`src/rtl/lsu_byte_sequencer.sv`:
```
// Serialises one load/store into little-endian byte accesses with range/encoding fault checks.
// Latency nbytes+1 cycles to resp_valid (fault: 1 cycle); no queueing, req_ready only in IDLE.
module lsu_byte_sequencer #(
  parameter int MEM_BYTES = 64,
  parameter int ADDR_W    = 64
) (
  input  logic              clk,
  input  logic              reset,
  input  logic              req_valid,
  output logic              req_ready,
  input  logic              req_write,
  input  logic [2:0]        req_funct3,
  input  logic [ADDR_W-1:0] req_addr,
  input  logic [63:0]       req_wdata,
  output logic              resp_valid,
  output logic [63:0]       resp_rdata,
  output logic              resp_fault,
  output logic [ADDR_W-1:0] mem_addr,
  output logic [7:0]        mem_wdata,
  output logic              mem_we,
  output logic              mem_re,
  input  logic [7:0]        mem_rdata
);

  typedef enum logic [1:0] {IDLE, XFER, RESP} state_t;

  localparam logic [ADDR_W:0] MEM_LIMIT = (ADDR_W+1)'(MEM_BYTES);

  state_t       state;
  logic         is_write;
  logic         sext;
  logic [3:0]   nbytes;
  logic [2:0]   idx;
  logic [55:0]  wdata_sh;
  logic [63:0]  asm_q;
  logic [63:0]  asm_next;
  logic [3:0]   req_nbytes;
  logic [ADDR_W:0] req_end;
  logic         req_fault;
  logic         last_byte;

  function automatic logic [63:0] extend(input logic [63:0] d, input logic [3:0] nb,
                                         input logic sx);
    case (nb)
      4'd1:    return {{56{sx & d[7]}},  d[7:0]};
      4'd2:    return {{48{sx & d[15]}}, d[15:0]};
      4'd4:    return {{32{sx & d[31]}}, d[31:0]};
      default: return d;
    endcase
  endfunction

  assign req_ready = (state == IDLE) && !reset;

  // The extra top bit keeps addr+nbytes from wrapping past the range check.
  always_comb begin
    req_nbytes = 4'd1 << req_funct3[1:0];
    req_end    = {1'b0, req_addr} + (ADDR_W+1)'(req_nbytes);
    req_fault  = (req_funct3 == 3'b111) || (req_write && req_funct3[2]) ||
                 (req_end > MEM_LIMIT);
    last_byte  = ({1'b0, idx} == (nbytes - 4'd1));
    asm_next   = asm_q;
    asm_next[{idx, 3'b000} +: 8] = mem_rdata;
  end

  always_ff @(posedge clk) begin
    if (reset) begin
      state      <= IDLE;
      is_write   <= 1'b0;
      sext       <= 1'b0;
      nbytes     <= 4'd0;
      idx        <= 3'd0;
      wdata_sh   <= '0;
      asm_q      <= '0;
      resp_valid <= 1'b0;
      resp_fault <= 1'b0;
      resp_rdata <= '0;
      mem_addr   <= '0;
      mem_wdata  <= '0;
      mem_we     <= 1'b0;
      mem_re     <= 1'b0;
    end else begin
      case (state)
        IDLE: begin
          resp_valid <= 1'b0;
          if (req_valid) begin
            is_write   <= req_write;
            nbytes     <= req_nbytes;
            sext       <= ~req_funct3[2];
            idx        <= 3'd0;
            asm_q      <= '0;
            resp_rdata <= '0;
            if (req_fault) begin
              resp_valid <= 1'b1;
              resp_fault <= 1'b1;
              state      <= RESP;
            end else begin
              mem_addr   <= req_addr;
              mem_wdata  <= req_wdata[7:0];
              wdata_sh   <= req_wdata[63:8];
              mem_we     <= req_write;
              mem_re     <= ~req_write;
              resp_fault <= 1'b0;
              state      <= XFER;
            end
          end
        end
        XFER: begin
          if (!is_write) asm_q <= asm_next;
          if (last_byte) begin
            mem_we     <= 1'b0;
            mem_re     <= 1'b0;
            resp_valid <= 1'b1;
            resp_rdata <= is_write ? 64'd0 : extend(asm_next, nbytes, sext);
            state      <= RESP;
          end else begin
            idx       <= idx + 3'd1;
            mem_addr  <= mem_addr + ADDR_W'(1);
            mem_wdata <= wdata_sh[7:0];
            wdata_sh  <= wdata_sh >> 8;
          end
        end
        RESP: begin
          resp_valid <= 1'b0;
          resp_fault <= 1'b0;
          resp_rdata <= '0;
          state      <= IDLE;
        end
        default: state <= IDLE;
      endcase
    end
  end

endmodule
```
`config.mk`:
```
export PLATFORM = sky130hd
export DESIGN_NAME = lsu_byte_sequencer
export DESIGN_NICKNAME = d
export VERILOG_FILES = /design/src/rtl/lsu_byte_sequencer.sv
export SDC_FILE = /design/constraint.sdc
export NUM_CORES = 1
export LEC_CHECK = 0
export ABC_AREA = 1
export ABC_CLOCK_PERIOD_IN_PS = 3200
export BUFFER_PORTS_ARGS = -buffer_cell sky130_fd_sc_hd__buf_2
export CAP_MARGIN = 20
export CELL_PAD_IN_SITES_DETAIL_PLACEMENT = 2
export CELL_PAD_IN_SITES_GLOBAL_PLACEMENT = 2
export CORE_UTILIZATION = 27
export DETAILED_ROUTE_END_ITERATION = 10
export PLACE_DENSITY_LB_ADDON = 0.1
export SYNTH_ARGS = -nofsm -noshare
export SYNTH_HDL_FRONTEND = slang
export SYNTH_SLANG_ARGS = --single-unit
```
`constraint.sdc`:
```
create_clock -name clk -period 3.2 [get_ports clk]
set_input_delay 0.64 -clock clk [delete_from_list [all_inputs] [get_ports clk]]
set_output_delay 0.64 -clock clk [all_outputs]
set_load 0.005 [all_outputs]
```
After elaboration in Yosys (flattened, before gate mapping)
Cells that the tools add are included.
- flip-flop bits (word level): 271
- input port bits: 143
- output and inout port bits: 141
- logic and storage cells: 98
- add/subtract/negate cells: 5
- magnitude comparators: 1
- equality and inequality tests: 12
- shift-type cells: 3
- muxes and demuxes: 40
- bitwise logic cells: 5
- reductions and logical operators: 18
- operator list (cell ; number):
    64-bit 2-to-1 mux ; 7
    64-bit one-hot mux with 3 select lines ; 2
    64-bit one-hot mux with 2 select lines ; 2
    56-bit 2-to-1 mux ; 3
    56-bit one-hot mux with 2 select lines ; 1
    64-bit by 4-bit adder with 65-bit output ; 1
    65-bit by 7-bit greater-than comparator with 1-bit output (second input constant) ; 1
    64-bit by 1-bit adder with 64-bit output (second input constant) ; 1
    64-bit bitwise mux ; 1
    8-bit by 8-bit variable shift with 64-bit output (first input constant) ; 1
    8-bit by 8-bit indexed part select with 64-bit output ; 1
    8-bit 2-to-1 mux ; 3
    8-bit one-hot mux with 2 select lines ; 1
    2-bit inequality test (second input constant) ; 5
    1-bit 2-to-1 mux ; 9
    3-bit AND reduction ; 3
    6-bit negation with 8-bit output ; 1
    2-bit AND reduction ; 4
    4-bit AND reduction ; 2
    2-bit 2-to-1 mux ; 3
    3-bit 2-to-1 mux ; 2
    1-bit one-hot mux with 2 select lines ; 3
    3-bit one-hot mux with 2 select lines ; 1
    3-bit by 4-bit equality test with 1-bit output ; 1
    19 further kinds ; 25

Longest topological paths before layout
- depth in word-level cells: 8
- depth in mapped cells: 24
- gate-level depth less buffers: 23

Worst setup path before layout
Ideal clock, no wire load.
- path kind: in2reg
- start point: in req_funct3[1]
- end point: reg wdata_sh[7]
- setup time: 0.139 ns
- data arrival time: 3.026 ns
- required time: 3.061 ns
- slack: 0.035 ns
- cell stages on the path: 23
- path buffers: 2
- path through: nor2_1 > ha_1 > fa_1 > nand2_1 > nand2_1 > nand2_1 > nor2_1 > nand2_1 > nand2_1 > nand2_1 > nand2_1 > nor2_1 > nand3_1 > nor2_1 > nand2_1 > nor2_1 > nand3_2 > nand2_2 > nand2_1 > buf_2 > buf_2 > nand2_1 > a21oi_2
- word-level cells in the longest chain between the ends: 6
- ends and longest elaborated chain (element ; RTL line ; RTL):
    start, declared ; 12 ; input logic [2:0] req_funct3,
    1-bit by 2-bit << shifter with 4-bit output ; 56 ; req_nbytes = 4'd1 << req_funct3[1:0];
    64-bit by 4-bit adder with 65-bit output ; 57 ; req_end = {1'b0, req_addr} + (ADDR_W+1)'(req_nbytes);
    65-bit by 7-bit greater-than comparator with 1-bit output ; 59 ; (req_end > MEM_LIMIT);
    1-bit logical OR (*) ; 58 ; req_fault = (req_funct3 == 3'b111) || (req_write && req_funct3[2]) ||
    2-bit inequality test (no line) (*) ; n/a ;
    4-bit AND reduction (no line) (*) ; n/a ;
    end signal, assigned ; 99 ; wdata_sh <= req_wdata[63:8];
    end signal, assigned ; 119 ; wdata_sh <= wdata_sh >> 8;
    end, declared ; 34 ; logic [55:0] wdata_sh;
Mark *: on every way between the ends. The rest lies on a longest branch, timed or not.
A chain may end at the register's enable or synchronous reset.

Worst setup path after layout
- start point: in req_funct3[0]
- end point: reg mem_addr[60]
- word-level cells in the longest chain between the ends: 6
- ends and longest elaborated chain (element ; RTL line ; RTL):
    1-bit by 2-bit << shifter with 4-bit output ; 56 ;
    named net req_nbytes[1] ; 37 ; logic [3:0] req_nbytes;
    64-bit by 4-bit adder with 65-bit output ; 57 ;
    65-bit by 7-bit greater-than comparator with 1-bit output ; 59 ;
    1-bit logical OR ; 58 ;
    2-bit inequality test (no line) ; n/a ;
    4-bit AND reduction (no line) ; n/a ;
    end signal, assigned ; 97 ; mem_addr <= req_addr;
    end signal, assigned ; 117 ; mem_addr <= mem_addr + ADDR_W'(1);
    end, declared ; 18 ; output logic [ADDR_W-1:0] mem_addr,
The timed path passes the listed nets, and every way through them passes these cells.

==> impl_metrics.env <==
export IMPL_outcome="finished with violations"
export IMPL_violations="setup timing"
export IMPL_h_tree_depth=2
export IMPL_crit_required_ns=3.69
export IMPL_hpwl_mm=61.6
export IMPL_post_route_period_util_pct=100
export IMPL_portBuffers=283
export IMPL_start_util_pct=27.5
export IMPL_yosysSeqAreaShare_pct=32.4
export IMPL_crit_slowest_cell="ha_4"
export IMPL_synth_seq_cells=271
export IMPL_synth_cells=2729
export IMPL_yosysTopAreaCellShare_pct=32.4
export IMPL_crit_type="primary input to flip-flop"
export IMPL_drive_gt1_share_pct=28.5
export IMPL_period_needed_ns=3.20
export IMPL_setup_ws_ns=-0.00491
export IMPL_routed_via_density=5.09
export IMPL_mostFrequentLayoutCells="760 x nand2_1, 300 x nor2_1, 279 x buf_2"
export IMPL_start_kind="primary input"
export IMPL_max_freq_ghz=0.312
export IMPL_grt_use_total_pct=25.9
export IMPL_power_density_mw_per_mm2=428
export IMPL_fillers=7353
export IMPL_hold_path_depth=2
export IMPL_synth_area_top_cells="dfxtp_1 32%, nand2_1 19%, nor2_1 7.5%"
export IMPL_area_delta_synth_final_pct=40.7
export IMPL_clock_sinks=271
export IMPL_finalMaxSlewViolations=0
export IMPL_setup_viol=2
export IMPL_post_dp_cell_area_mm2=0.0204
export IMPL_clk_pin_slew_ns=0.06
export IMPL_path_cells="buf_12 > inv_2 > nor2_4 > buf_6 > ha_4 > nand2_2 > a21oi_2 > buf_4 > nand4_1 > nand2_2 > nand2_1 > nand2_1 > nand2_1 > nor2_2 > nand3_1 > nor2_2 > nand3_4 > nand2_8 > nand2_8 > buf_12 > buf_16 > nand2_4 > nand2_2 > nor2_2"
export IMPL_post_drt_wl_per_cell_um=21.5
export IMPL_placeableCoreArea_mm2=0.0608
export IMPL_final_common_cell="nand2_1"
export IMPL_clk_latency_ns=0.56
export IMPL_max_cap_violations=0
export IMPL_grt_start_max_net_pins=143
export IMPL_synth_cell_types=51
export IMPL_rsz0062_at_grt="true"
export IMPL_die_area_mm2=0.0630
export IMPL_drtIter0Drc=673
export IMPL_grt_pass1_vias=22062
export IMPL_fin_setup_tns_ns=-0.00738
export IMPL_whs_ns=0.287
export IMPL_remaining_drc_errors=0
export IMPL_power_leakage_nw=10.2
export IMPL_worstMarginPinSlew_ns=0.829
export IMPL_critPathTopFamily="simple AND/OR/NAND/NOR gates"
export IMPL_drtPass1Iterations=5
export IMPL_post_synth_top_area_cell="dfxtp_1"
export IMPL_postCtsHoldBufs=0
export IMPL_grt_pass1_wl_mm=127
export IMPL_hold_path_class="primary input to flip-flop"
export IMPL_dieWidth_um=251
export IMPL_top_level_ports=284
export IMPL_max_stage_delay_ns=0.26
export IMPL_layout_nets=3347
export IMPL_cts_tree="yes"
export IMPL_cts_root_buf="clkbuf_16"
export IMPL_rows=90
export IMPL_die_height_um=251
export IMPL_syn_nets=2889
export IMPL_fin_area_mm2=0.0235
export IMPL_reg2regPathDepth=14
export IMPL_gp_congestion=0.908
export IMPL_routed_wl_mm=85.8
export IMPL_ir_drop_mv=0.286
export IMPL_avgSynthCellArea_um2=6.13
export IMPL_grt_ovfl_total=0
export IMPL_cp_end_kind="flip-flop"
export IMPL_fin_worst_skew_ns=0.0240
export IMPL_critPathBufInv=6
export IMPL_cp_num_cells=24
export IMPL_clockBufferDepth=3
export IMPL_slew_headroom_pct=44.7
export IMPL_antenna_found_initial=14
export IMPL_yosysWarnings=0
export IMPL_synth_area_mm2=0.0167
export IMPL_cp_arrival_ns=3.69
export IMPL_numCtsBuffers=37
export IMPL_hold_viol=0
export IMPL_num_vias=20363
export IMPL_ant_nets=0
export IMPL_crit_fanout=8
==> stage by stage <==
stage / instances / utilization, % / setup slack, ns / power [mW]
floorplan: 2729 / - / 0.0353 / 4.57
global placement: 3879 / 33.5 / -0.794 / 5.30
detailed placement: 3879 / 33.5 / -0.995 / 5.37
CTS: 3975 / 36.8 / 0.000830 / 9.96
global route: 4000 / 38.7 / -0.142 / 10.5
finish: 4001 / 38.7 / -0.00491 / 10.1
==> area by class of cell <==
cell class / instances / area [µm²] / area share (%)
multi-input cells: 2100 / 10900 / 46.5
diodes: 3 / 7.51 / 0.0319
repair buffers: 554 / 4090 / 17.4
flip-flops and latches: 271 / 5430 / 23.0
well taps: 782 / 978 / 4.16
clock inverters: 17 / 160 / 0.680
clock buffers: 51 / 1090 / 4.63
inverters: 223 / 845 / 3.59
==> path summary, 6_finish.rpt <==
path	slack (ns)	end	from
setup / recovery	-0.005	mem_addr[60]$_SDFFE_PP0P_	req_funct3[0]
hold / removal	0.29	sext$_SDFFE_PP0P_	req_funct3[2]
setup reg to reg	0.16	mem_addr[60]$_SDFFE_PP0P_	mem_addr[1]$_SDFFE_PP0P_
hold reg to reg	0.47	mem_wdata[4]$_SDFFE_PP0P_	mem_wdata[4]$_SDFFE_PP0P_
==> worst reg2reg max path, stage by stage, from the launching register on <==
cell and delay, ns:
dfxtp_1 0.39, ha_1 0.21, nand2_1 0.06, nor2_1 0.18
nand4_1 0.21, nor2_4 0.19, nand3_1 0.19, nor2_1 0.28
nand4_1 0.27, nor2_1 0.32, nand4_1 0.19, xor2_1 0.18
nor2_1 0.06, nor2_1 0.16, nor2_2 0.05
==> registers in the layout, indices dropped and copies added, names as in the netlist <==
name        count
resp_valid      1
sext            1
resp_rdata     64
mem_we          1
resp_fault      1
state           2
idx             3
mem_re          1
mem_wdata       8
mem_addr       64
asm_q          64
wdata_sh       56
is_write        1
nbytes          4
==> report_power, final <==
group	internal, mW	switching, mW	leakage, nW	total [mW]
Sequential	3.52	0.166	2.20	3.68
Clock	2.57	1.78	0.616	4.34
Combinational	0.786	1.25	7.42	2.04
==> per-layer routing <==
metal	global-route usage, %	wire [µm]	up-vias
met3	4.40	3370	149
met1	32.7	38500	10072
li1	-	-	9773
met4	7.07	2490	18
met5	0	123	-
met2	45.3	41400	351
==> Yosys cell counts, drive strengths merged <==
library cell / number
o31ai: 1
a22oi: 32
xor2: 48
a221oi: 1
a21oi: 231
o2111ai: 1
o22ai: 9
nor3b: 6
and3: 2
and2: 2
a31oi: 4
nand4: 46
nor4: 11
or3b: 1
o211ai: 1
buf: 40
xnor2: 11
nand2: 857
nand3b: 4
dfxtp: 271
or2: 35
mux2i: 7
fa: 1
o211a: 7
ha: 16
nor2: 352
o21a: 2
o21ai: 155
nor3: 61
clkbuf: 95
nand3: 193
inv: 220
a211oi: 2
o21bai: 1
clkinv: 3
==> logic make-up after synthesis <==
group                    count (synthesis)  synth area share [%]
multiplexers                             7                 0.419
buffers and inverters                  358                  8.44
AO/OA/AOI/OAI                          447                  14.5
adder cells (fa/ha/maj)                 17                  1.32
flip-flops                             271                  32.4
AND/OR/NAND/NOR                       1570                  39.8
XOR/XNOR                                59                  3.09
==> what timing repair did <==
action                     CTS  global route
cloned                       9            10
setup endpoints to repair  133           140
pin swaps                   50            70
setup buffers               22            14
resized for setup           87           220
No activity file was read; power rests on OpenSTA's default activity.
